`config.mk`:
```
export PLATFORM = sky130hd
export DESIGN_NAME = muldiv_unit_flat
export DESIGN_NICKNAME = d
export VERILOG_FILES = /design/src/rtl/muldiv_unit_if.sv /design/src/rtl/muldiv_unit.sv /design/src/flat_wrapper.sv
export SDC_FILE = /design/constraint.sdc
export NUM_CORES = 1
export LEC_CHECK = 0
export BUFFER_PORTS_ARGS = -buffer_cell sky130_fd_sc_hd__buf_4
export CAP_MARGIN = 5
export CELL_PAD_IN_SITES_DETAIL_PLACEMENT = 1
export CELL_PAD_IN_SITES_GLOBAL_PLACEMENT = 2
export CORE_MARGIN = 1.5
export CORE_UTILIZATION = 36
export CTS_BUF_LIST = sky130_fd_sc_hd__clkbuf_16
export CTS_CLUSTER_DIAMETER = 100
export CTS_CLUSTER_SIZE = 10
export DETAILED_ROUTE_END_ITERATION = 12
export PLACE_DENSITY = 0.9
export SETUP_SLACK_MARGIN = 0.15
export SYNTH_ARGS = -nofsm -noshare
export SYNTH_HDL_FRONTEND = slang
export SYNTH_SLANG_ARGS = --single-unit
```
`constraint.sdc`:
```
create_clock -name clk -period 3.74 [get_ports clk]
set_input_delay 0.187 -clock clk [delete_from_list [all_inputs] [get_ports clk]]
set_output_delay 0.187 -clock clk [all_outputs]
set_load 0.05 [all_outputs]
```
`src/rtl/muldiv_unit_if.sv`:
```
// EX-stage bus between the pipeline and the multiply/divide unit.
// master = pipeline/hazard side, slave = muldiv_unit.
interface muldiv_unit_if #(
  parameter int unsigned WIDTH = 32
);
  logic             ex_valid;
  logic [3:0]       alu_contr;
  logic [WIDTH-1:0] src_a;
  logic [WIDTH-1:0] src_b;
  logic [WIDTH-1:0] hilo_out;
  logic [WIDTH-1:0] hi;
  logic [WIDTH-1:0] lo;
  logic             busy;
  logic             stall;
  logic             done;
  logic             div_zero;

  modport master (
    output ex_valid, alu_contr, src_a, src_b,
    input  hilo_out, hi, lo, busy, stall, done, div_zero
  );

  modport slave (
    input  ex_valid, alu_contr, src_a, src_b,
    output hilo_out, hi, lo, busy, stall, done, div_zero
  );
endinterface

```
`src/rtl/muldiv_unit.sv`:
```
// Iterative signed multiply/divide unit with architectural HI/LO registers.
// Shift-add multiply and restoring divide on magnitudes, sign fixed in a final cycle.
module muldiv_unit #(
  parameter int unsigned WIDTH = 32,
  parameter int unsigned CNT_W = 5
) (
  input  logic          clk,
  input  logic          rst_n,
  muldiv_unit_if.slave  bus
);

  localparam logic [3:0] OP_MULT = 4'b1000;
  localparam logic [3:0] OP_DIV  = 4'b1001;
  localparam logic [3:0] OP_MFHI = 4'b0011;
  localparam logic [3:0] OP_MFLO = 4'b0100;
  localparam int unsigned PW     = 2 * WIDTH;

  typedef enum logic [1:0] {S_IDLE, S_RUN, S_FIN} state_e;

  state_e state_q, state_d;

  logic             accept_c, step_c, fin_c, start_c, last_c;
  logic [CNT_W-1:0] cnt_q;
  logic [WIDTH-1:0] acc_q, mq_q, opd_q, orig_a_q;
  logic             is_div_q, neg_res_q, neg_rem_q, bzero_q;
  logic [WIDTH-1:0] hi_q, lo_q;
  logic             busy_q, done_q, dz_q;

  function automatic logic [WIDTH-1:0] abs_f(input logic [WIDTH-1:0] x);
    return x[WIDTH-1] ? -x : x;
  endfunction

  assign start_c = bus.ex_valid &
                   ((bus.alu_contr == OP_MULT) || (bus.alu_contr == OP_DIV));
  assign last_c  = (cnt_q == CNT_W'(WIDTH - 1));

  // State register
  always_ff @(posedge clk or negedge rst_n) begin
    if (!rst_n) state_q <= S_IDLE;
    else        state_q <= state_d;
  end

  // Next-state logic
  always_comb begin
    state_d = state_q;
    case (state_q)
      S_IDLE:  if (start_c) state_d = S_RUN;
      S_RUN:   if (last_c)  state_d = S_FIN;
      S_FIN:   state_d = S_IDLE;
      default: state_d = S_IDLE;
    endcase
  end

  // FSM control strobes
  always_comb begin
    accept_c = 1'b0;
    step_c   = 1'b0;
    fin_c    = 1'b0;
    case (state_q)
      S_IDLE:  accept_c = start_c;
      S_RUN:   step_c   = 1'b1;
      S_FIN:   fin_c    = 1'b1;
      default: ;
    endcase
  end

  // One iteration of shift-add multiply or restoring divide
  logic [WIDTH:0]   add_sum_c, rem_sh_c, trial_c;
  logic [WIDTH-1:0] acc_step_c, mq_step_c;

  always_comb begin
    add_sum_c = {1'b0, acc_q} + (mq_q[0] ? {1'b0, opd_q} : '0);
    rem_sh_c  = {acc_q, mq_q[WIDTH-1]};
    trial_c   = rem_sh_c - {1'b0, opd_q};
    if (!is_div_q) begin
      acc_step_c = add_sum_c[WIDTH:1];
      mq_step_c  = {add_sum_c[0], mq_q[WIDTH-1:1]};
    end else if (!trial_c[WIDTH]) begin
      acc_step_c = trial_c[WIDTH-1:0];
      mq_step_c  = {mq_q[WIDTH-2:0], 1'b1};
    end else begin
      acc_step_c = rem_sh_c[WIDTH-1:0];
      mq_step_c  = {mq_q[WIDTH-2:0], 1'b0};
    end
  end

  // Sign correction of the magnitude results
  logic [PW-1:0]    prod_c;
  logic [WIDTH-1:0] hi_fin_c, lo_fin_c;

  always_comb begin
    prod_c = neg_res_q ? -{acc_q, mq_q} : {acc_q, mq_q};
    if (!is_div_q) begin
      hi_fin_c = prod_c[PW-1:WIDTH];
      lo_fin_c = prod_c[WIDTH-1:0];
    end else if (bzero_q) begin
      hi_fin_c = orig_a_q;
      lo_fin_c = '1;
    end else begin
      hi_fin_c = neg_rem_q ? -acc_q : acc_q;
      lo_fin_c = neg_res_q ? -mq_q : mq_q;
    end
  end

  // Datapath and operand latches
  always_ff @(posedge clk or negedge rst_n) begin
    if (!rst_n) begin
      cnt_q     <= '0;
      acc_q     <= '0;
      mq_q      <= '0;
      opd_q     <= '0;
      orig_a_q  <= '0;
      is_div_q  <= 1'b0;
      neg_res_q <= 1'b0;
      neg_rem_q <= 1'b0;
      bzero_q   <= 1'b0;
    end else if (accept_c) begin
      is_div_q  <= (bus.alu_contr == OP_DIV);
      cnt_q     <= '0;
      acc_q     <= '0;
      orig_a_q  <= bus.src_a;
      neg_res_q <= bus.src_a[WIDTH-1] ^ bus.src_b[WIDTH-1];
      neg_rem_q <= bus.src_a[WIDTH-1];
      bzero_q   <= (bus.src_b == '0);
      // Multiplier/dividend sit in the low half; the other operand stays put
      if (bus.alu_contr == OP_DIV) begin
        mq_q  <= abs_f(bus.src_a);
        opd_q <= abs_f(bus.src_b);
      end else begin
        mq_q  <= abs_f(bus.src_b);
        opd_q <= abs_f(bus.src_a);
      end
    end else if (step_c) begin
      cnt_q <= cnt_q + CNT_W'(1);
      acc_q <= acc_step_c;
      mq_q  <= mq_step_c;
    end
  end

  // Architectural HI/LO and status
  always_ff @(posedge clk or negedge rst_n) begin
    if (!rst_n) begin
      hi_q   <= '0;
      lo_q   <= '0;
      busy_q <= 1'b0;
      done_q <= 1'b0;
      dz_q   <= 1'b0;
    end else begin
      done_q <= fin_c;
      dz_q   <= fin_c & is_div_q & bzero_q;
      if (accept_c)   busy_q <= 1'b1;
      else if (fin_c) busy_q <= 1'b0;
      if (fin_c) begin
        hi_q <= hi_fin_c;
        lo_q <= lo_fin_c;
      end
    end
  end

  // mfhi/mflo read port and hazard request
  always_comb begin
    bus.hilo_out = '0;
    case (bus.alu_contr)
      OP_MFHI: bus.hilo_out = hi_q;
      OP_MFLO: bus.hilo_out = lo_q;
      default: ;
    endcase
  end

  assign bus.stall = busy_q & bus.ex_valid &
                     ((bus.alu_contr == OP_MULT) || (bus.alu_contr == OP_DIV) ||
                      (bus.alu_contr == OP_MFHI) || (bus.alu_contr == OP_MFLO));

  assign bus.hi       = hi_q;
  assign bus.lo       = lo_q;
  assign bus.busy     = busy_q;
  assign bus.done     = done_q;
  assign bus.div_zero = dz_q;

endmodule
```
`src/flat_wrapper.sv`:
```
// flat-port wrapper written by rule: the top's interface ports become plain ports
module muldiv_unit_flat 
#(
  parameter int unsigned WIDTH = 32,
  parameter int unsigned CNT_W = 5
)
  (clk, rst_n, bus_ex_valid, bus_alu_contr, bus_src_a, bus_src_b, bus_hilo_out, bus_hi, bus_lo, bus_busy, bus_stall, bus_done, bus_div_zero);
  muldiv_unit_if #(.WIDTH(WIDTH)) bus_i ();
  input  logic clk;
  input  logic rst_n;
  input wire logic [$bits(bus_i.ex_valid)-1:0] bus_ex_valid;
  input wire logic [$bits(bus_i.alu_contr)-1:0] bus_alu_contr;
  input wire logic [$bits(bus_i.src_a)-1:0] bus_src_a;
  input wire logic [$bits(bus_i.src_b)-1:0] bus_src_b;
  output wire logic [$bits(bus_i.hilo_out)-1:0] bus_hilo_out;
  output wire logic [$bits(bus_i.hi)-1:0] bus_hi;
  output wire logic [$bits(bus_i.lo)-1:0] bus_lo;
  output wire logic [$bits(bus_i.busy)-1:0] bus_busy;
  output wire logic [$bits(bus_i.stall)-1:0] bus_stall;
  output wire logic [$bits(bus_i.done)-1:0] bus_done;
  output wire logic [$bits(bus_i.div_zero)-1:0] bus_div_zero;
  assign bus_i.ex_valid = bus_ex_valid;
  assign bus_i.alu_contr = bus_alu_contr;
  assign bus_i.src_a = bus_src_a;
  assign bus_i.src_b = bus_src_b;
  assign bus_hilo_out = bus_i.hilo_out;
  assign bus_hi = bus_i.hi;
  assign bus_lo = bus_i.lo;
  assign bus_busy = bus_i.busy;
  assign bus_stall = bus_i.stall;
  assign bus_done = bus_i.done;
  assign bus_div_zero = bus_i.div_zero;
  muldiv_unit #(.WIDTH(WIDTH), .CNT_W(CNT_W)) u_core (.clk(clk), .rst_n(rst_n), .bus(bus_i));
endmodule
```
==> results of run 1 <==
worst max-delay path: cells and delay by family, from the launching register on:
family / cells / cell delay [ns]
buffers and inverters: 1 / 0.23
and+or+nand+nor: 4 / 1.78
AOI/OAI and AO/OA: 2 / 0.80
xor gates and xnor gates: 1 / 0.08
DFF: 1 / 0.44
cells by family after synthesis:
kind of cell,after synthesis,synth area share (%)
simple gates,694,18.5
xor+xnor,202,10.4
compound gates,696,25.5
mux,80,4.74
buf+inv,222,5.08
flops,205,30.3
fa+ha+maj,72,5.41
layer usage:
| metal | vias up | part of all wire [%] | track usage, % |
|---|---|---|---|
| met1 | 8904 | 45 | 41.3 |
| met2 | 621 | 45 | 47.5 |
| met3 | 120 | 6.0 | 2.84 |
| met4 | 0 | 4.3 | 12.0 |
| li1 | 8071 | - | - |
| met5 | - | 0 | 0 |
repair_timing:
item,4_1_cts,5_1_grt
endpoints found under the hold margin,113,0
resized for setup,7,19
gates cloned,0,0
hold buffers,31,0
pin swaps,3,0
buffers inserted,3,1
endpoints found under the setup margin,33,36
sequential cells by signal, summed over array words and instances, names as in the netlist:
name                 flops
u_core.bus.lo           32
u_core.bus.hi           32
u_core.acc_q            32
u_core.bus.done          1
u_core.is_div_q          1
u_core.bus.busy          1
u_core.bzero_q           1
u_core.opd_q            32
u_core.orig_a_q         31
u_core.mq_q             32
u_core.neg_res_q         1
u_core.state_q           2
u_core.neg_rem_q         1
u_core.cnt_q             5
u_core.bus.div_zero      1
path summary, 6_finish.rpt:
check	slack, ns	start	endpoint	depth (start not counted)
max	0.26	u_core.mq_q[22]	u_core.bus.hi[4]	8
min	0.03	bus_src_b[0]	u_core.opd_q[0]	3
max reg2reg	0.26	u_core.mq_q[22]	u_core.bus.hi[4]	8
min reg2reg	0.48	u_core.opd_q[6]	u_core.opd_q[6]	2
max in group asynchronous	2.39	rst_n	u_core.opd_q[11]	3
min in group asynchronous	0.26	rst_n	u_core.bus.done	2
synth_stat cells (all sizes together), types with 31 or more instances:
library cell	number
ha	70
a21o	33
a22o	33
clkbuf	141
mux2i	78
nor2	185
nand2	306
xor2	104
o31ai	38
inv	57
a21oi	175
xnor2	98
o21ai	232
dfrtp	205
o211ai	44
nand3	31
final cells by class:
| type | count | area (µm²) | area share (%) |
|---|---|---|---|
| inverters | 58 | 221 | 1.09 |
| flip-flops and latches | 205 | 5140 | 25.4 |
| well taps | 607 | 759 | 3.75 |
| clock inverters | 4 | 16.3 | 0.0803 |
| repair buffers | 300 | 2390 | 11.8 |
| multi-input cells | 1744 | 11100 | 54.8 |
| clock buffers | 25 | 626 | 3.09 |
power by group:
part | internal (mW) | leakage, nW | switching [mW]
logic | 5.06 | 6.16 | 7.85
registers | 2.99 | 2.37 | 1.06
clock network | 1.17 | 0.328 | 0.969
stage by stage:
| step | worst slack [ns] | total power [mW] | cells |
|---|---|---|---|
| after floorplan | 0.426 | 12.2 | 2171 |
| after global placement | -0.0712 | 16.1 | 2879 |
| after detailed placement | -0.0986 | 16.5 | 2879 |
| after CTS | 0.174 | 18.8 | 2942 |
| after global routing | 0.0688 | 20.5 | 2943 |
| final | 0.261 | 19.1 | 2943 |
==> metrics.md, run 1 <==
| Metric | Value |
|---|---|
| Hold Worst Slack | 0.0278 ns |
| Synthesized area | 0.0169 mm² |
| Synth top area cells | dfrtp_1, nand2_1, o21ai_0 |
| Die H | 220 µm |
| CP max stage delay | 0.59 ns |
| Required time of the worst setup path | 4.14 ns |
| Global route total overflow | 0 |
| Vias in the first global route | 17600 |
| Netlist cell types | 68 |
| CP max FO | 13 |
| Most area-hungry cell type in the Yosys netlist | dfrtp_1 |
| Share of cells above drive strength 1 | 15.0% |
| Fin Clk Skew | 0.0169 ns |
| Most frequent cells in the layout | nand2_1, buf_4, o21ai_0, dfrtp_1, nor2_1 |
| Final wirelength | 72300 µm |
| WL/cell | 24.6 µm |
| Min cycle time layout | 3.48 ns |
| TNS Setup | 0 ns |
| Final hold viol count | 0 |
| Site Rows | 79 |
| Outcome | completed |
| Starting density of the core | 36.5% |
| Syn avg cell area | 7.80 µm² |
| Commonest non-fill, non-tap cell in the layout | nand2_1 |
| Tot GR Track Use | 29.8% |
| Ports | 171 |
| Endpoint class of the critical path | flop |
| Worst setup SP type | flop |
| Dpl hpwl | 55800 µm |
| CTS root buf | clkbuf_16 |
| Mapped Nets | 2314 |
| Residual DRC count | 0 |
| CP max stage cell | or4_4 |
| Sequential share of the synthesized area | 30.3% |
| CTS H-Tree Depth | 1 |
| Final setup viols | 0 |
| Leak | 8.86 nW |
| Core area | 0.0465 mm² |
| Synthesized flop and latch total | 205 |
| Post-Syn Instances | 2171 |
| Hold Path Class | input port to flop |
| # fillers | 5591 |
| Max clock buf depth | 3 |
| Via count | 17700 |
| Worst vdd ir | 0.445 mV |
| Asr flop ratio synth | 100% |
| Post-DRT Antenna Nets | 0 |
| Worst skew pair latency | 0.55 ns |
| FMAX | 287 MHz |
| Antenna Cells | 0 |
| Max Slew Vio Count | 0 |
| Largest net degree at the start of global routing | 100 |
| Relative max-transition margin | 19.4% |
| Cell Chain, Critical Path | or4_4 > or4b_4 > or4_1 > buf_4 > o21ai_0 > xnor2_1 > o21ai_0 > nand2_1 |
| CTS Buf Count | 24 |
| Critical Path AT | 3.88 ns |
| Nets | 2476 |
| Final Cycle Share | 93.0% |
| MaxCap Viol Count | 0 |
| Predominant post-synthesis flop cell | dfrtp_1 |
| Sink Count | 205 |
| Unrepaired setup endpoints after global routing | yes |
| Buffers on Ports | 170 |
| First-pass GRT wire length | 109000 µm |
| Die footprint | 0.0484 mm² |
| Clock-pin slew on the worst setup and hold paths | 0.06 ns |
| Worst-margin pin slew | 1.21 ns |
| Initial antenna violation count | 3 |
| Routability congestion estimate | 0.971 |
| Post-synth EDFFs | 0 |
| CTS tree | built |
| Post-placement cell area | 0.0191 mm² |
| Critical path class | flop to flop |
| Synth warn | 0 |
| Top cell type's share of synthesized area | 30.3% |
| Pwr dens | 943 mW/mm² |
| Initial DRC Count | 1563 |
| Initial DRT Pass Iterations | 5 |
| Most used cell, CP | o21ai_0 |
| Layout area overhead | 19.5% |
| Fin util | 43.6% |
| Die width | 220 µm |
| Final Instance Area | 0.0202 mm² |
| Vias/cell | 6.02 |
Power figures use the tool's default switching activity.
==> run 2, diff against run 1 <==
--- a/config.mk
+++ b/config.mk
@@ -9,13 +9,14 @@
 export CAP_MARGIN = 5
 export CELL_PAD_IN_SITES_DETAIL_PLACEMENT = 1
 export CELL_PAD_IN_SITES_GLOBAL_PLACEMENT = 2
-export CORE_MARGIN = 1.5
+export CORE_MARGIN = 2
 export CORE_UTILIZATION = 36
 export CTS_BUF_LIST = sky130_fd_sc_hd__clkbuf_16
 export CTS_CLUSTER_DIAMETER = 100
 export CTS_CLUSTER_SIZE = 10
 export DETAILED_ROUTE_END_ITERATION = 12
 export PLACE_DENSITY = 0.9
+export REMOVE_ABC_BUFFERS = 1
 export SETUP_SLACK_MARGIN = 0.15
 export SYNTH_ARGS = -nofsm -noshare
 export SYNTH_HDL_FRONTEND = slang
==> constraint.sdc (replaced) <==
create_clock -name clk -period 3.74 [get_ports clk]
set_input_delay 0.187 -clock clk [delete_from_list [all_inputs] [get_ports clk]]
set_output_delay 0.187 -clock clk [all_outputs]
set_load 0.02 [all_outputs]
==> metrics.md, run 2 (synthesized netlist as in run 1, its figures left out) <==
| Metric | Value |
|---|---|
| Relative max-transition margin | 29.2% (+9.8 points) |
| Most frequent cells in the layout | nand2_1, buf_4, o21ai_0, dfrtp_1, nor2_1 |
| Worst r2r path cells | 9 (+1) |
| Post-DRT Antenna Nets | 0 (unchanged) |
| Routability congestion estimate | 0.894 (-7.9%) |
| Critical Path AT | 3.95 ns (+0.07 ns) |
| Die H | 221 µm (+0.45%) |
| Via count | 17400 (-1.6%) |
| Final setup viols | 0 (unchanged) |
| # fillers | 5653 (+1.1%) |
| HP Start | bus_src_a[1] |
| Largest net degree at the start of global routing | 88 (-12%) |
| Unrepaired setup endpoints after global routing | no |
| Tot GR Track Use | 27.5% (-2.3 points) |
| Vias in the first global route | 17900 (+1.5%) |
| Critical path class | flop to flop |
| Hold Crit Depth | 3 (unchanged) |
| Layout area overhead | 19.1% |
| Post-placement cell area | 0.0191 mm² (-0.22%) |
| Fin util | 43.4% (-0.16 points) |
| Site Rows | 79 (unchanged) |
| Residual DRC count | 0 (unchanged) |
| Final wirelength | 69100 µm (-4.3%) |
| Max clock buf depth | 3 (unchanged) |
| Nets | 2466 (-0.40%) |
| R2r startpoint | u_core.mq_q[20] |
| FMAX | 285 MHz (-0.88%) |
| Outcome | completed |
| Design Power | 18.5 mW (-3.3%) |
| Reg2Reg Setup Slack | 0.23 ns (-0.03 ns) |
| Worst-margin pin slew | 1.06 ns (-0.149 ns) |
| Place WS | -0.0711 ns (+0.0275 ns) |
| Commonest non-fill, non-tap cell in the layout | nand2_1 |
| Starting density of the core | 36.5% (unchanged) |
| Die width | 221 µm (+0.45%) |
| Antenna Cells | 0 (unchanged) |
| Leak | 8.80 nW (-0.68%) |
| Endpoint class of the critical path | flop |
| MaxCap Viol Count | 0 (unchanged) |
| Max Slew Vio Count | 0 (unchanged) |
| Dpl hpwl | 52300 µm (-6.3%) |
| Initial antenna violation count | 0 (-3) |
| CTS root buf | clkbuf_16 |
| Sink Count | 205 (unchanged) |
| Worst vdd ir | 0.362 mV (-19%) |
| Die footprint | 0.0488 mm² (+0.91%) |
| First-pass GRT wire length | 107000 µm (-2.1%) |
| Hold Path Class | input port to flop |
| Worst hold endpoint | u_core.orig_a_q[1] |
| Core area | 0.0465 mm² (unchanged) |
| Min cycle time layout | 3.51 ns (+0.0309 ns) |
| Share of cells above drive strength 1 | 14.5% (-0.57 points) |
| Vias/cell | 5.95 (-1.2%) |
| Final Cycle Share | 93.9% (+0.83 points) |
| WL/cell | 23.6 µm (-4.0%) |
| Global route total overflow | 0 (unchanged) |
| CP max FO | 8 (-5) |
| Worst setup SP type | flop |
| Buffers on Ports | 170 (unchanged) |
| CTS H-Tree Depth | 1 (unchanged) |
| Worst r2r dst | u_core.bus.hi[4] |
| Clock-pin slew on the worst setup and hold paths | 0.06 ns (about the same) |
| Fin Clk Skew | 0.0129 ns (-0.00401 ns) |
| Ports | 171 (unchanged) |
| Setup ws final | 0.230 ns (-0.0309 ns) |
| Pwr dens | 916 mW/mm² (-2.9%) |
| Final hold viol count | 0 (unchanged) |
| Worst skew pair latency | 0.56 ns (about the same) |
| CTS Buf Count | 24 (unchanged) |
| Required time of the worst setup path | 4.18 ns (+0.04 ns) |
| Initial DRT Pass Iterations | 5 (unchanged) |
| Final Instance Area | 0.0202 mm² (-0.36%) |
| Hold Worst Slack | 0.0228 ns (-0.00500 ns) |
| Initial DRC Count | 1276 (-18%) |
| CTS tree | built |
==> run 2: changes by cell type in the layout (fill, tap and decap cells not counted), sizes merged <==
cell / change
buf: -9
clkinv: -1
inv: -1
clkbuf: -1
clkinvlp: +1
==> run 2: worst max-delay path by stage <==
stage / start / end / depth (start not counted)
finish: u_core.mq_q[20] / u_core.bus.hi[4] / 9
CTS: u_core.mq_q[31] / u_core.acc_q[24] / 13
global placement: u_core.mq_q[31] / u_core.acc_q[12] / 14
detailed placement: u_core.mq_q[31] / u_core.acc_q[11] / 14
floorplan: u_core.mq_q[31] / u_core.acc_q[1] / 12
global route: u_core.mq_q[0] / u_core.acc_q[29] / 13
==> run 2: critical path, cell delays in order (launching register included) <==
cell and delay [ns]:
dfrtp_1 0.48, or4_4 0.54, or4b_4 0.53, or4_1 0.71, buf_4 0.25, o21ai_0 0.21
xnor2_1 0.09, o21ai_0 0.32, buf_4 0.20, nand2_1 0.05
==> run 2: timing repair <==
item	CTS	global route
gates resized for setup	1	21
buffers inserted	1	3
endpoints found under the setup margin	26	35
hold endpoints to repair	114	0
hold buffers	31	0
pin swaps	1	4
==> run 2: where the power goes <==
part           switching [mW]  internal [mW]
Sequential               1.10           2.99
Clock                    1.01           1.17
Combinational            7.25           4.96
==> run 2: cell type report <==
class	count	area, µm²	area share [%]
multi-input combinational	1744	11100	54.9
sequential	205	5140	25.5
timing repair buffer	290	2340	11.6
tap	607	759	3.77
clock buffer	25	626	3.10
inverter	58	221	1.10
clock inverter	3	15.0	0.0744
==> run 2: routing by layer <==
metal	vias to the layer above	share of wire [%]	track usage, %
met3	106	4.7	2.97
met5	-	0	0
met1	8820	45	37.7
met4	0	3.1	8.25
li1	8043	-	-
met2	464	47	45.7
==> run 2: through the flow <==
step / setup TNS, ns / cells
2_1_floorplan: -46.05 / 2007
3_3_place_gp: 0 / 2869
3_5_place_dp: -0.312 / 2869
4_1_cts: 0 / 2929
5_1_grt: 0 / 2932
6_report: 0 / 2932
==> run 3, diff against run 2 <==
--- a/config.mk
+++ b/config.mk
@@ -15,6 +15,7 @@
 export CTS_CLUSTER_DIAMETER = 100
 export CTS_CLUSTER_SIZE = 10
 export DETAILED_ROUTE_END_ITERATION = 12
+export HOLD_SLACK_MARGIN = 0.15
 export PLACE_DENSITY = 0.9
 export REMOVE_ABC_BUFFERS = 1
 export SETUP_SLACK_MARGIN = 0.15
==> metrics.md, run 3 (synthesized netlist as in run 1, its figures left out) <==
| Metric | Value |
|---|---|
| Final Cycle Share | 93.4% (-0.43 points) |
| Ports | 171 (unchanged) |
| FMAX | 286 MHz (+0.46%) |
| FF/Latch Area | 0.00514 mm² (unchanged) |
| Final setup viols | 0 (unchanged) |
| Final Instance Area | 0.0205 mm² (+1.6%) |
| Min cycle time layout | 3.49 ns (-0.0161 ns) |
| Fin Clk Skew | 0.0120 ns (-0.000834 ns) |
| Relative max-transition margin | 30.5% (+1.3 points) |
| Commonest non-fill, non-tap cell in the layout | nand2_1 |
| Initial DRC Count | 1320 (+3.4%) |
| Layout area overhead | 21.0% |
| Die H | 221 µm (unchanged) |
| Antenna Cells | 0 (unchanged) |
| Worst vdd ir | 0.362 mV (about the same) |
| Share of cells above drive strength 1 | 14.3% (-0.20 points) |
| Starting density of the core | 36.5% (unchanged) |
| Routability congestion estimate | 0.894 (unchanged) |
| Pwr dens | 904 mW/mm² (-1.3%) |
| CTS tree | built |
| Post-placement cell area | 0.0191 mm² (unchanged) |
| Hold Crit Depth | 4 (+1) |
| Post-DRT Antenna Nets | 0 (unchanged) |
| Final wirelength | 70200 µm (+1.6%) |
| Worst skew pair latency | 0.56 ns (about the same) |
| Max clock buf depth | 3 (unchanged) |
| Most frequent cells in the layout | nand2_1, buf_4, o21ai_0, dfrtp_1, nor2_1 |
| Required time of the worst setup path | 4.18 ns (about the same) |
| Design Power | 18.5 mW (+0.27%) |
| Die width | 221 µm (unchanged) |
| CTS H-Tree Depth | 1 (unchanged) |
| Tot GR Track Use | 28.0% (+0.47 points) |
| Via count | 17600 (+1.1%) |
| Site Rows | 79 (unchanged) |
| Buffers on Ports | 170 (unchanged) |
| Largest net degree at the start of global routing | 88 (unchanged) |
| Multi-input gate area | 0.0111 mm² (unchanged) |
| CTS Buf Count | 24 (unchanged) |
| Worst setup SP type | flop |
| Initial DRT Pass Iterations | 5 (unchanged) |
| Unrepaired setup endpoints after global routing | no |
| Dpl hpwl | 52300 µm (unchanged) |
| # fillers | 5619 (-0.60%) |
| Residual DRC count | 0 (unchanged) |
| Global route total overflow | 0 (unchanged) |
| Global route hottest layer | met2 |
| First-pass GRT wire length | 109000 µm (+1.7%) |
| Clock-pin slew on the worst setup and hold paths | 0.06 ns (about the same) |
| Vias/cell | 5.95 (about the same) |
| Final hold viol count | 0 (unchanged) |
| Core area | 0.0465 mm² (unchanged) |
| Initial antenna violation count | 0 (unchanged) |
| Met2 Use GR | 46.7% (+0.95 points) |
| Die footprint | 0.0488 mm² (unchanged) |
| GR met1 Demand/Resource | 38.0% (+0.38 points) |
| Sink Count | 205 (unchanged) |
| Leak | 8.93 nW (+1.5%) |
| Worst-margin pin slew | 1.04 ns (-0.0195 ns) |
| Endpoint class of the critical path | flop |
| CP max FO | 8 (unchanged) |
| Nets | 2498 (+1.3%) |
| Hold Path Class | input port to flop |
| Vias in the first global route | 18200 (+1.7%) |
| MaxCap Viol Count | 0 (unchanged) |
| Fin util | 44.1% (+0.69 points) |
| Critical path class | flop to flop |
| CTS root buf | clkbuf_16 |
| Worst r2r path cells | 9 (unchanged) |
| WL/cell | 23.7 µm (+0.48%) |
| GR Util met3 | 2.88% (-0.093 points) |
| Max Slew Vio Count | 0 (unchanged) |
| Outcome | completed |
| Critical Path AT | 3.93 ns (-0.02 ns) |
-- run 3: changes by cell type in the layout (fill, tap and decap cells not counted), sizes merged --
cell / before / now
dlygate4sd3: 31 / 63
-- run 3: worst paths after layout --
path	startpoint	endpoint	slack [ns]
worst min register to register	u_core.orig_a_q[10]	u_core.orig_a_q[10]	0.48
worst max register to register	u_core.mq_q[20]	u_core.bus.hi[4]	0.25
worst min-delay path	bus_src_b[19]	u_core.mq_q[19]	0.17
worst max-delay path	u_core.mq_q[20]	u_core.bus.hi[4]	0.25
max in group asynchronous	rst_n	u_core.acc_q[2]	2.37
min in group asynchronous	rst_n	u_core.bus.done	0.25
-- run 3: metal layers --
metal	wire length (µm)	share of wire, %	vias up
met5	0	0	-
met4	2330	3.3	0
met3	2920	4.2	117
met2	33400	48	484
met1	31600	45	8916
li1	-	-	8104
-- run 3: metrics by stage --
step	hold slack (ns)	worst slack (ns)	instances	TNS, ns
2_1_floorplan	-0.109	-1.57	2007	-46.05
3_3_place_gp	0.255	0.0630	2869	0
3_5_place_dp	0.259	-0.0711	2869	-0.312
4_1_cts	0.168	0.165	2961	0
5_1_grt	0.181	0.125	2964	0
6_report	0.173	0.246	2964	0
-- run 3: critical path, cell delays in order, from the launching register on --
cell     delay [ns]
dfrtp_1        0.48
or4_4          0.55
or4b_4         0.52
or4_1          0.71
buf_4          0.25
o21ai_0        0.21
xnor2_1        0.09
o21ai_0        0.30
buf_4          0.20
nand2_1        0.05
-- run 3: final cells by class --
class	count	area share (%)
multi-input cells	1744	54.1
clock buffers	25	3.05
well taps	607	3.71
repair buffers	322	13.0
clock inverters	3	0.0733
inverters	58	1.08
flip-flops and latches	205	25.1
-- run 3: timing repair --
action / in CTS / in global routing
gates resized for setup: 1 / 21
pin swaps: 1 / 4
endpoints found under the hold margin: 155 / 0
setup endpoints to repair: 26 / 35
buffers inserted: 1 / 3
hold buffers: 63 / 0
-- run 3: report_power, final --
part	internal [mW]	switching (mW)	total (mW)
Clock	1.17	1.01	2.18
Combinational	4.99	7.27	12.3
Sequential	2.99	1.10	4.09
